[config.mk]
export PLATFORM = sky130hd
export DESIGN_NAME = adder_arbiter
export DESIGN_NICKNAME = d
export VERILOG_FILES = /design/src/rtl/adder_pkg.sv /design/src/rtl/adder_arbiter_adder.sv /design/src/rtl/adder_arbiter.sv
export SDC_FILE = /design/constraint.sdc
export NUM_CORES = 1
export LEC_CHECK = 0
export ABC_AREA = 0
export BUFFER_PORTS_ARGS = -buffer_cell sky130_fd_sc_hd__buf_2
export CELL_PAD_IN_SITES_DETAIL_PLACEMENT = 2
export CELL_PAD_IN_SITES_GLOBAL_PLACEMENT = 2
export CORE_MARGIN = 2
export CORE_UTILIZATION = 28
export DETAILED_ROUTE_END_ITERATION = 6
export MAX_ROUTING_LAYER = met4
export PLACE_DENSITY = 0.87
export SLEW_MARGIN = 20
export SYNTH_ARGS = -nofsm -noshare
export SYNTH_HDL_FRONTEND = slang
export SYNTH_SLANG_ARGS = --single-unit
[constraint.sdc]
create_clock -name clk_i -period 4.01 [get_ports clk_i]
set_input_delay 0.2005 -clock clk_i [delete_from_list [all_inputs] [get_ports clk_i]]
set_output_delay 0.2005 -clock clk_i [all_outputs]
set_load 0.03 [all_outputs]
[src/rtl/adder_pkg.sv]
// Shared constants for the arbitrated adder block.
package adder_pkg;
  // Operand width of the shared adder.
  localparam int DATA_W      = 16;
  // Default number of requesters.
  localparam int NUM_REQ_DEF = 4;
  // Width of the sum field of a result entry (carry included).
  localparam int RES_W       = DATA_W + 1;
  // Width of a full result entry {id, sum} at the default requester count.
  localparam int ENTRY_W     = $clog2(NUM_REQ_DEF) + RES_W;
endpackage

[src/rtl/adder_arbiter_adder.sv]
// Shared registered adder: one-cycle latency, no reset.
// The output is meaningful only when the caller's in-flight tag says so.
module adder_arbiter_adder
  import adder_pkg::*;
#(
  parameter int W = adder_pkg::DATA_W
) (
  input  logic         clk_i,
  input  logic [W-1:0] a_i,
  input  logic [W-1:0] b_i,
  output logic [W:0]   sum_o
);
  logic [W:0] sum_d, sum_q;

  // Full-width unsigned sum, carry kept in the top bit.
  always_comb begin
    sum_d = {1'b0, a_i} + {1'b0, b_i};
  end

  // Result register; qualified downstream by the in-flight valid bit.
  always_ff @(posedge clk_i) begin
    sum_q <= sum_d;
  end

  assign sum_o = sum_q;
endmodule

[src/rtl/adder_arbiter.sv]
// Round-robin arbiter sharing one registered adder among NUM_REQ requesters.
// Credits bound in-flight plus buffered results to OUT_DEPTH, so the result
// FIFO can never overflow; issue is also allowed on a same-cycle pop.
module adder_arbiter
  import adder_pkg::*;
#(
  parameter int NUM_REQ   = NUM_REQ_DEF,
  parameter int DATA_W    = adder_pkg::DATA_W,
  parameter int OUT_DEPTH = 2
) (
  input  logic                       clk_i,
  input  logic                       rst_i,
  input  logic [NUM_REQ-1:0]         req_valid_i,
  output logic [NUM_REQ-1:0]         req_ready_o,
  input  logic [NUM_REQ*DATA_W-1:0]  req_a_i,
  input  logic [NUM_REQ*DATA_W-1:0]  req_b_i,
  output logic                       rsp_valid_o,
  input  logic                       rsp_ready_i,
  output logic [$clog2(NUM_REQ)-1:0] rsp_id_o,
  output logic [DATA_W:0]            rsp_sum_o,
  output logic                       busy_o
);
  localparam int ID_W  = $clog2(NUM_REQ);
  localparam int PTR_W = $clog2(OUT_DEPTH);
  localparam int CNT_W = $clog2(OUT_DEPTH + 1);

  logic              rst_d_q, rst_d_d;
  logic [ID_W-1:0]   ptr_q, ptr_d;
  logic [CNT_W-1:0]  credit_q, credit_d;
  logic              inflt_vld_q, inflt_vld_d;
  logic [ID_W-1:0]   inflt_id_q, inflt_id_d;
  logic [ID_W-1:0]   fifo_id_q  [OUT_DEPTH];
  logic [ID_W-1:0]   fifo_id_d  [OUT_DEPTH];
  logic [DATA_W:0]   fifo_sum_q [OUT_DEPTH];
  logic [DATA_W:0]   fifo_sum_d [OUT_DEPTH];
  logic [PTR_W-1:0]  wr_ptr_q, wr_ptr_d, rd_ptr_q, rd_ptr_d;
  logic [CNT_W-1:0]  count_q, count_d;

  logic [ID_W-1:0]   win, idx;
  logic              any_vld, fifo_vld, pop, push, issue_ok, accept;
  logic [DATA_W-1:0] op_a, op_b;
  logic [DATA_W:0]   add_sum;

  // Round-robin pick: scan from ptr+NUM_REQ down to ptr+1 so ptr+1 wins last.
  always_comb begin
    win     = '0;
    idx     = '0;
    any_vld = 1'b0;
    for (int k = NUM_REQ; k >= 1; k--) begin
      idx = ID_W'((int'(ptr_q) + k) % NUM_REQ);
      if (req_valid_i[idx]) begin
        win     = idx;
        any_vld = 1'b1;
      end
    end
  end

  assign fifo_vld = (count_q != '0);
  assign pop      = fifo_vld & rsp_ready_i & ~rst_i;
  assign push     = inflt_vld_q;
  assign issue_ok = (credit_q != '0) | pop;
  // Accepts are held off during reset and the cycle after it.
  assign accept   = any_vld & issue_ok & ~rst_i & ~rst_d_q;

  // One-hot ready to the winner only when an accept happens.
  always_comb begin
    req_ready_o = '0;
    if (accept) req_ready_o[win] = 1'b1;
  end

  assign op_a = req_a_i[win*DATA_W +: DATA_W];
  assign op_b = req_b_i[win*DATA_W +: DATA_W];

  adder_arbiter_adder #(.W(DATA_W)) u_add (
    .clk_i (clk_i),
    .a_i   (op_a),
    .b_i   (op_b),
    .sum_o (add_sum)
  );

  // Next state: credits, RR pointer, in-flight tag and inline FIFO.
  always_comb begin
    rst_d_d     = rst_i;
    credit_d    = credit_q;
    ptr_d       = ptr_q;
    inflt_vld_d = accept;
    inflt_id_d  = accept ? win : inflt_id_q;
    fifo_id_d   = fifo_id_q;
    fifo_sum_d  = fifo_sum_q;
    wr_ptr_d    = wr_ptr_q;
    rd_ptr_d    = rd_ptr_q;
    count_d     = count_q;

    if (accept && !pop)      credit_d = credit_q - CNT_W'(1);
    else if (pop && !accept) credit_d = credit_q + CNT_W'(1);

    if (accept) ptr_d = win;

    if (push) begin
      fifo_id_d[wr_ptr_q]  = inflt_id_q;
      fifo_sum_d[wr_ptr_q] = add_sum;
      wr_ptr_d = (wr_ptr_q == PTR_W'(OUT_DEPTH - 1)) ? '0 : wr_ptr_q + PTR_W'(1);
    end
    if (pop) begin
      rd_ptr_d = (rd_ptr_q == PTR_W'(OUT_DEPTH - 1)) ? '0 : rd_ptr_q + PTR_W'(1);
    end
    if (push && !pop)      count_d = count_q + CNT_W'(1);
    else if (pop && !push) count_d = count_q - CNT_W'(1);
  end

  // State registers with synchronous reset; reset drops all pending results.
  always_ff @(posedge clk_i) begin
    rst_d_q <= rst_d_d;
    if (rst_i) begin
      ptr_q       <= ID_W'(NUM_REQ - 1);
      credit_q    <= CNT_W'(OUT_DEPTH);
      inflt_vld_q <= 1'b0;
      inflt_id_q  <= '0;
      fifo_id_q   <= '{default: '0};
      fifo_sum_q  <= '{default: '0};
      wr_ptr_q    <= '0;
      rd_ptr_q    <= '0;
      count_q     <= '0;
    end else begin
      ptr_q       <= ptr_d;
      credit_q    <= credit_d;
      inflt_vld_q <= inflt_vld_d;
      inflt_id_q  <= inflt_id_d;
      fifo_id_q   <= fifo_id_d;
      fifo_sum_q  <= fifo_sum_d;
      wr_ptr_q    <= wr_ptr_d;
      rd_ptr_q    <= rd_ptr_d;
      count_q     <= count_d;
    end
  end

  // Outputs forced to zero while reset is asserted; payload zero when idle.
  assign rsp_valid_o = fifo_vld & ~rst_i;
  assign rsp_id_o    = rsp_valid_o ? fifo_id_q[rd_ptr_q]  : '0;
  assign rsp_sum_o   = rsp_valid_o ? fifo_sum_q[rd_ptr_q] : '0;
  assign busy_o      = ~rst_i & (inflt_vld_q | fifo_vld);
endmodule

==> results of run 1 <==
## state kept, by name, summed over array words and instances (netlist names)
register,cells
fifo_id_q,4
rst_d_q,1
credit_q,2
rd_ptr_q,1
inflt_id_q,2
ptr_q,2
count_q,2
u_add.sum_o,17
wr_ptr_q,1
fifo_sum_q,34
inflt_vld_q,1
## kinds of logic after synthesis
kind of cell | synth area share, %
XOR/XNOR | 3.684
multiplexers | 27.87
AND/OR/NAND/NOR | 14.59
flip-flops | 31.35
adder cells (fa/ha/maj) | 5.731
AO/OA/AOI/OAI | 13.07
buffers and inverters | 3.713
## layout by cell type, fill, tap and decap left out, drive strengths merged, types with 4 or more instances in the layout
| cell type | synthesis | layout |
|---|---|---|
| inv | 5 | 6 |
| nand2 | 91 | 91 |
| nand2b | 7 | 7 |
| clkbuf | 12 | 10 |
| and3 | 4 | 4 |
| a21o | 6 | 6 |
| xor2 | 6 | 6 |
| dfxtp | 67 | 67 |
| ha | 18 | 18 |
| buf | 15 | 166 |
| xnor2 | 12 | 12 |
| nor2 | 32 | 32 |
| a21oi | 54 | 54 |
| o21ai | 8 | 8 |
| mux2i | 118 | 118 |
## power by group
group | leakage [nW] | switching [mW] | internal (mW)
combinational | 1.77 | 0.506 | 0.409
sequential | 0.550 | 0.100 | 0.800
clock | 0.167 | 0.289 | 0.609
## worst max-delay path, delay by kind of cell (launching register included)
kind	cells	cell delay (ns)
compound gates	5	1.51
buf+inv	1	0.38
mux	2	0.39
flops	1	0.46
fa+ha+maj	1	0.36
simple gates	2	0.38
## through the flow
| step | setup slack, ns | total power, mW | cells |
|---|---|---|---|
| CTS | 0.3309 | 2.747 | 834 |
| floorplan | 0.8371 | 1.535 | 491 |
| detailed placement | 0.3317 | 1.835 | 818 |
| global placement | 0.6379 | 1.769 | 818 |
| global route | 0.1022 | 2.885 | 834 |
| finish | 0.3573 | 2.714 | 834 |
## area by class of cell
| type | instances | area [um2] | area share [%] |
|---|---|---|---|
| Clock buffer | 10 | 229.0 | 4.088 |
| Clock inverter | 6 | 112.6 | 2.011 |
| Inverter | 6 | 23.77 | 0.4245 |
| Multi-Input combinational cell | 391 | 2798 | 49.96 |
| Sequential cell | 67 | 1341 | 23.95 |
| Tap cell | 188 | 235.2 | 4.200 |
| Timing Repair Buffer | 166 | 860.8 | 15.37 |
## worst paths after layout
kind | to | start | cells past startpoint | slack, ns
worst max register to register | u_add.sum_o[16] | ptr_q[1] | 11 | 0.36
worst max-delay path | u_add.sum_o[16] | ptr_q[1] | 11 | 0.36
worst min-delay path | inflt_vld_q | rsp_ready_i | 3 | 0.26
worst min register to register | fifo_sum_q[14] | fifo_sum_q[14] | 2 | 0.46
## metal layers
metal	up-vias	track usage (%)	routed length, um
met3	10	2.261	534
met2	114	34.85	7801
met4	0	6.076	189
met5	-	-	0
li1	2019	-	-
met1	1966	20.57	6027
==> results.md, run 1 <==
- Status: finished, final reports clean
- Register area share after synthesis: a little under a third
- Fillers: 1,721
- Top cells by area, synth: dfxtp_1 31%, mux2i_1 28%, nand2_1 7.9%, a21oi_1 6.3%, ha_1 5.3%
- Slew margin rel.: about two fifths
- Setup CP Type: reg2reg
- Synth area leader: dfxtp_1
- CTS hold repair buffers: 0
- DR vias/cell: around 4.9
- Mapped cell area: ~4300 um2
- Crit Path Max Fanout: 57
- Initial antenna violation count: 0
- Yosys warns: 0
- Total track usage: a little under a fifth
- Period utilization: about 91%
- Cts bufs inserted: 9
- Diodes inserted: 0
- Most used cell, CP: mux2i_1
- Max-slew violations: 0
- Final instance area: 5600 um2
- Port-buffer cells: around 160
- Worst-Margin Slew: roughly 0.88 ns
- # setup viols final: 0
- Pin count of the biggest net entering global routing: 58
- Async set or reset register ratio after synthesis: 0%
- Min-Delay Path Class: in2reg
- WP data arrival: roughly 3.8 ns
- Synth cell types: 48
- RSZ-0062 raised after global routing: no
- Number of flops mapped to enable cells by yosys: 0
- Fin crit period: 3.653 ns
- Die Span Y: 127.6 um
- # resized after CTS: 0
- Area of placed instances: approximately 5300 um2
- Worst vdd ir: between 200 and 250 uV
- Setup Skew: ~0.0047 ns
- Setup Buffers After CTS: 0
- CP required: 4.20 ns
- Overflow after GRT: 0
- DRT antenna net count: 0
- CTS tree: done
- DRT Pass-1 Iters: 4
- Via Count: 4,109
- CORE AREA: approximately 15,000 um2
- Post-layout util: 37.11%
- Syn Inst Count: a little under 500
- CTS max path bufs: 2
- Vias in the first global route: around 4.7k
- PD cells: 484.6 nW/um2
- Most frequent cell after synthesis: mux2i_1
- Post-DP HPWL: roughly 11,000 um
- Area growth, synth to finish: 30.88%
- CP Cell Sequence: o22ai_1 > a21oi_4 > buf_12 > mux2i_1 > mux2i_1 > ha_1 > and3_1 > a221oi_2 > nor3b_1 > o31ai_1 > o21ai_0
- Hold slack: around 0.26 ns
- Slowest CP cell: dfxtp_1
- Final hold violation count: 0
- Top post-synthesis cells by count: 118 x mux2i_1, 90 x nand2_1, 67 x dfxtp_1
- Crit. End Element: flop
- MaxCap Viol Count: 0
- Drt total wl: around 15,000 um
- First-pass GRT wire length: about 23,000 um
- Clk slew on worst S/H paths: about 0.050 ns
- Synthesized area per cell: 8.715 um2
- Worst-Skew Late Latency: approximately 0.33 ns
- Ys flop type: dfxtp_1
- Setup tns final: 0 ns
- Routed wire per std cell: about 17 um
- Starting density of the core: between 20 and 30%
- I/O pin total: 160
- Fmax: about 270 MHz
- Placer Congestion: approximately 0.80
- Cell chosen for the clock root: clkbuf_16
- Final nets: between 700 and 800
- Remaining DRCs: 0
- Die footprint: approximately 16,000 um2
- Critical path's largest stage delay: approximately 0.46 ns
- Yosys reg bits: 67
- DR iter-0 viols: ~130
- Core Rows: 45
- Share of cells above drive strength 1: 29.88%
- Leakage: between 2 and 2.5 nW
- Chip width: 127.6 um
- Setup crit start kind: flop
- CTS HTree Levels: 3
- Num Clock Sinks: 67
- Post-Syn Nets: between 600 and 700
- Post-synth top area share: about a third
Power figures use the tool's default switching activity.
==> inputs of run 2 (changes only) <==
--- a/config.mk
+++ b/config.mk
@@ -13,7 +13,7 @@
 export CORE_UTILIZATION = 28
 export DETAILED_ROUTE_END_ITERATION = 6
 export MAX_ROUTING_LAYER = met4
-export PLACE_DENSITY = 0.87
+export PLACE_DENSITY_LB_ADDON = 0.1
 export SLEW_MARGIN = 20
 export SYNTH_ARGS = -nofsm -noshare
 export SYNTH_HDL_FRONTEND = slang
==> run 2 against run 1 <==
Against the previous run:
- via count decreased by 2.8%
- die area did not move
- power fell by 6.3%
- largest power group unchanged
==> results.md, run 2 (synthesis results as in run 1) <==
- CP top delay family: compound AO/OA/AOI/OAI gates
- First-pass GRT wire length: ~22,000 um
- Cell chosen for the clock root: clkbuf_16
- Via Count: 3,993
- Critical path depth in cells: 12
- CTS tree: done
- Sw frac: 33.39%
- Worst-Skew Late Latency: roughly 0.33 ns
- Diodes inserted: 0
- Post-DP HPWL: ~11,000 um
- Remaining DRCs: 0
- Max reg flops: 34
- PD cells: 458.3 nW/um2
- Pin count of the biggest net entering global routing: between 50 and 60
- WP data arrival: between 3 and 4 ns
- Crit Path Max Fanout: 48
- Commonest non-fill, non-tap cell in the layout: buf_2
- Slew margin rel.: about 39%
- I/O pin total: between 150 and 200
- Drt total wl: 13,860 um
- Clk network pwr share: between 20% and 30%
- # resized after CTS: 0
- Final nets: slightly below 800
- CP required: 4.21 ns
- DR vias/cell: ~4.8
- Die footprint: between 15,000 and 20,000 um2
- Final hold violation count: 0
- Port-buffer cells: roughly 160
- FF-to-FF path depth: 12
- Routed wire per std cell: between 15 and 20 um
- Post-layout util: between 30% and 40%
- Chip width: about 130 um
- Crit. End Element: flop
- Area growth, synth to finish: 29.62%
- Die Span Y: 127.6 um
- P_int: between 1.5 and 2 mW
- Critical path's largest stage delay: 0.42 ns
- Combinational fraction of design power: 35.3%
- Worst-Margin Slew: 0.9101 ns
- Clk slew on worst S/H paths: 0.05 ns
- Period utilization: around 90%
- DR iter-0 viols: about 120
- Placer Congestion: 0.7784
- Total track usage: ~18%
- CTS hold repair buffers: 0
- Initial antenna violation count: 0
- Setup tns final: 0 ns
- Worst Hold Depth: 3
- DRT antenna net count: 0
- DRT Pass-1 Iters: 4
- Worst Path Buf+Inv: 1
- Min-Delay Path Class: in2reg
- CP Cell Sequence: nand2b_1 > o22ai_1 > a21oi_4 > buf_12 > mux2i_1 > mux2i_1 > ha_1 > a21o_1 > a221oi_2 > nor3b_1 > o31ai_1 > o21ai_0
- CTS HTree Levels: 3
- Reg with most FFs: fifo_sum_q
- Status: finished, final reports clean
- Overflow after GRT: 0
- Cts bufs inserted: 9
- Max-slew violations: 0
- Most used cell, CP: mux2i_1
- Fmax: 280.7 MHz
- Setup crit start kind: flop
- Switching power: 0.8488 mW
- Most frequent cells in the layout: 159 x buf_2, 118 x mux2i_1, 90 x nand2_1
- # setup viols final: 0
- Seq pwr share: 35.2%
- RSZ-0062 raised after global routing: no
- MaxCap Viol Count: 0
- CTS max path bufs: 2
- Vias in the first global route: approximately 4.4k
- Num Clock Sinks: 67
- Worst vdd ir: roughly 150 uV
- CORE AREA: between 15,000 and 20,000 um2
- Core Rows: 45
- Slowest CP cell: a21oi_4
- Share of cells above drive strength 1: a little under 30%
- Starting density of the core: between 20% and 30%
- Setup Buffers After CTS: 0
- Setup CP Type: reg2reg
- Setup Skew: 0.005261 ns
- Fin crit period: approximately 3.6 ns
- Leakage: about 2.5 nW
run 2: cell types whose count changed in the layout (fill, tap and decap cells not counted), sizes merged:
| cell | before | now |
|---|---|---|
| clkinv | 3 | 2 |
| bufinv | 3 | 0 |
| inv | 6 | 5 |
| buf | 166 | 165 |
| clkbuf | 10 | 15 |
run 2: stage by stage:
step	worst slack (ns)	std cells	hold slack, ns	total power [mW]	area [um2]
after global placement	0.4537	817	0.4394	1.781	5254
after global routing	0.1534	833	0.2696	2.725	5547
after detailed placement	0.3380	817	0.4521	1.819	5254
after CTS	0.4021	833	0.2485	2.594	5547
after floorplan	0.8371	491	0.2282	1.535	4279
final	0.4474	833	0.2621	2.542	5547
run 2: worst min-delay path, delay by kind of cell:
kind | cells | cell delay [ns]
AND/OR/NAND/NOR | 1 | 0.11
buffers and inverters | 1 | 0.11
AO/OA/AOI/OAI | 1 | 0.11
run 2: power groups by stage:
stage	Clock, mW	Sequential (mW)	Combinational, mW
2_1_floorplan	0	0.865	0.669
3_3_place_gp	0	0.903	0.879
3_5_place_dp	0	0.906	0.913
4_1_cts	0.780	0.895	0.919
5_1_grt	0.799	0.911	1.01
6_report	0.749	0.896	0.897
run 2: path summary, 6_finish.rpt:
path	startpoint	endpoint	slack [ns]
worst min register to register	u_add.sum_o[4]	fifo_sum_q[21]	0.46
worst max-delay path	ptr_q[0]	u_add.sum_o[16]	0.45
worst min-delay path	rsp_ready_i	inflt_vld_q	0.26
worst max register to register	ptr_q[0]	u_add.sum_o[16]	0.45
run 2: area by class of cell:
class,instances,area [um2]
Inverter,6,23.77
Tap cell,188,235.2
Sequential cell,67,1341
Fill cell,1711,9543
Timing Repair Buffer,165,853.3
Clock buffer,15,287.8
Multi-Input combinational cell,391,2800
Clock inverter,1,5.005
run 2: routing by layer:
| layer | part of all wire (%) | vias to the layer above | track usage (%) | wire [um] |
|---|---|---|---|---|
| met2 | 49 | 117 | 29.95 | 6722 |
| met1 | 46 | 1845 | 21.72 | 6390 |
| met3 | 4.1 | 12 | 2.345 | 570 |
| li1 | - | 2019 | - | - |
| met4 | 1.2 | 0 | 5.236 | 172 |
| met5 | 0 | - | - | 0 |
==> inputs of run 3 (changes only) <==
--- a/config.mk
+++ b/config.mk
@@ -9,11 +9,13 @@
 export BUFFER_PORTS_ARGS = -buffer_cell sky130_fd_sc_hd__buf_2
 export CELL_PAD_IN_SITES_DETAIL_PLACEMENT = 2
 export CELL_PAD_IN_SITES_GLOBAL_PLACEMENT = 2
+export CORE_ASPECT_RATIO = 2
 export CORE_MARGIN = 2
 export CORE_UTILIZATION = 28
 export DETAILED_ROUTE_END_ITERATION = 6
 export MAX_ROUTING_LAYER = met4
 export PLACE_DENSITY_LB_ADDON = 0.1
+export RECOVER_POWER = 25
 export SLEW_MARGIN = 20
 export SYNTH_ARGS = -nofsm -noshare
 export SYNTH_HDL_FRONTEND = slang
==> run 3 against run 2 <==
Against the previous run:
- the run now ends with max-capacitance violations, max-slew violations left
- power rose by 1.2%
- clock power rose by 7.1%
- clock-buffer cell count stayed put
- global-route usage decreased by 0.76 points
- via count rose by 0.15%
- sequential power fell by 1%
- non-clock buffer count is 1 higher
==> results.md, run 3 (synthesis results as in run 1) <==
- Status: finished with violations
- Failing checks: max-capacitance violations, max-slew violations
- Setup Skew: between 0.008 and 0.009 ns
- Chip width: just over 90 um
- Crit Path Max Fanout: 52
- Worst-Margin Slew: between 2 and 2.5 ns
- Critical path's largest stage delay: ~0.45 ns
- Most used cell, CP: mux2i_1
- Core Rows: 64
- Share of cells above drive strength 1: 29.41%
- First-pass GRT wire length: between 20,000 and 25,000 um
- Cts bufs inserted: 9
- Final instance area: roughly 5600 um2
- Initial antenna violation count: 0
- Diodes inserted: 0
- Setup CP Type: reg2reg
- CTS HTree Levels: 3
- Starting density of the core: 28.27%
- Reg with most FFs: fifo_sum_q
- Port-buffer cells: approximately 160
- Hold slack: 0.2393 ns
- Post-layout util: 36.85%
- Worst vdd ir: 163.3 uV
- Slew margin rel.: -57.78%
- Area of placed instances: roughly 5300 um2
- Die footprint: approximately 16,000 um2
- Setup ws final: between 0.4 and 0.5 ns
- CP Cell Sequence: o22ai_1 > a21oi_4 > buf_12 > mux2i_1 > mux2i_1 > ha_1 > and3_1 > a221oi_2 > nor3b_1 > o31ai_1 > o21ai_0
- Overflow after GRT: 0
- # resized after CTS: 0
- Worst-Skew Late Latency: between 0.3 and 0.4 ns
- Final nets: a little under 800
- Clk slew on worst S/H paths: around 0.050 ns
- Max reg flops: 34
- Final hold violation count: 0
- # setup viols final: 0
- Commonest non-fill, non-tap cell in the layout: buf_2
- Period utilization: 88.25%
- WP data arrival: 3.73 ns
- DRT antenna net count: 0
- Fmax: ~280 MHz
- CP required: approximately 4.2 ns
- Total track usage: about 17%
- Vias in the first global route: 4,490
- CTS tree: done
- Die Span Y: around 180 um
- Via Count: approximately 4k
- Crit. End Element: flop
- Routed wire per std cell: 15.45 um
- Most frequent cells in the layout: 158 x buf_2, 118 x mux2i_1, 90 x nand2_1
- Fin crit period: roughly 3.5 ns
- Slowest CP cell: dfxtp_1
- Placer Congestion: roughly 0.80
- Setup crit start kind: flop
- DR iter-0 viols: 100
- Remaining DRCs: 0
- DR vias/cell: about 4.7
- CTS max path bufs: 2
- Post-DP HPWL: ~10,000 um
- Leakage: 2.460 nW
- RSZ-0062 raised after global routing: no
- Setup Buffers After CTS: 0
- Max-slew violations: between 50 and 60
- Pin count of the biggest net entering global routing: 53
- MaxCap Viol Count: 1
- DRT Pass-1 Iters: 4
- CTS hold repair buffers: 0
- Drt total wl: 13,040 um
- CORE AREA: ~15,000 um2
- I/O pin total: 160
- Num Clock Sinks: 67
- Worst slack at placement: 0.4705 ns
- Cell chosen for the clock root: clkbuf_16
- Min-Delay Path Class: in2reg
- Area growth, synth to finish: 30.32%
- Setup tns final: 0 ns
- PD cells: approximately 460 nW/um2
run 3: cell count changes in the layout (fill, tap and decap cells not counted), sizes merged:
cell	before	now
clkinv	2	1
clkbuf	15	17
bufinv	0	1
buf	165	164
run 3: area by class of cell:
type / instances / area (um2)
multi-input combinational: 391 / 2800
inverter: 6 / 23.77
clock buffer: 15 / 277.8
fill: 1774 / 9558
clock inverter: 1 / 30.03
timing repair buffer: 166 / 855.8
sequential: 67 / 1341
tap: 198 / 247.7
run 3: layer usage:
| metal | GRT usage (%) | vias to the layer above | part of all wire (%) |
|---|---|---|---|
| li1 | - | 2015 | - |
| met1 | 20.78 | 1841 | 45 |
| met2 | 28.40 | 130 | 48 |
| met3 | 2.060 | 13 | 4.3 |
| met4 | 5.429 | 0 | 1.9 |
| met5 | - | - | 0 |
run 3: worst paths after layout:
check        slack, ns  cells after the start            from              end
max               0.47                     11        ptr_q[1]  u_add.sum_o[16]
min               0.24                      3     rsp_ready_i      inflt_vld_q
max reg2reg       0.47                     11        ptr_q[1]  u_add.sum_o[16]
min reg2reg       0.45                      2  u_add.sum_o[6]   fifo_sum_q[23]
run 3: critical path: cells and delay by family (launching register included):
family | cells | cell delay, ns
DFF | 1 | 0.45
and+or+nand+nor | 2 | 0.38
buffers and inverters | 1 | 0.37
AOI/OAI and AO/OA | 5 | 1.45
adders and majority gates | 1 | 0.37
muxes | 2 | 0.35
run 3: through the flow:
| step | std cells | total power, mW |
|---|---|---|
| floorplan | 491 | 1.535 |
| global placement | 828 | 1.773 |
| detailed placement | 828 | 1.796 |
| CTS | 844 | 2.623 |
| global route | 844 | 2.768 |
| finish | 844 | 2.572 |
run 3: power by group:
part	switching [mW]	internal, mW	total [mW]	leakage (nW)
clock network	0.269	0.533	0.802	0.150
registers	0.0824	0.801	0.883	0.550
logic	0.480	0.407	0.887	1.76
total	0.831	1.74	2.57	2.46
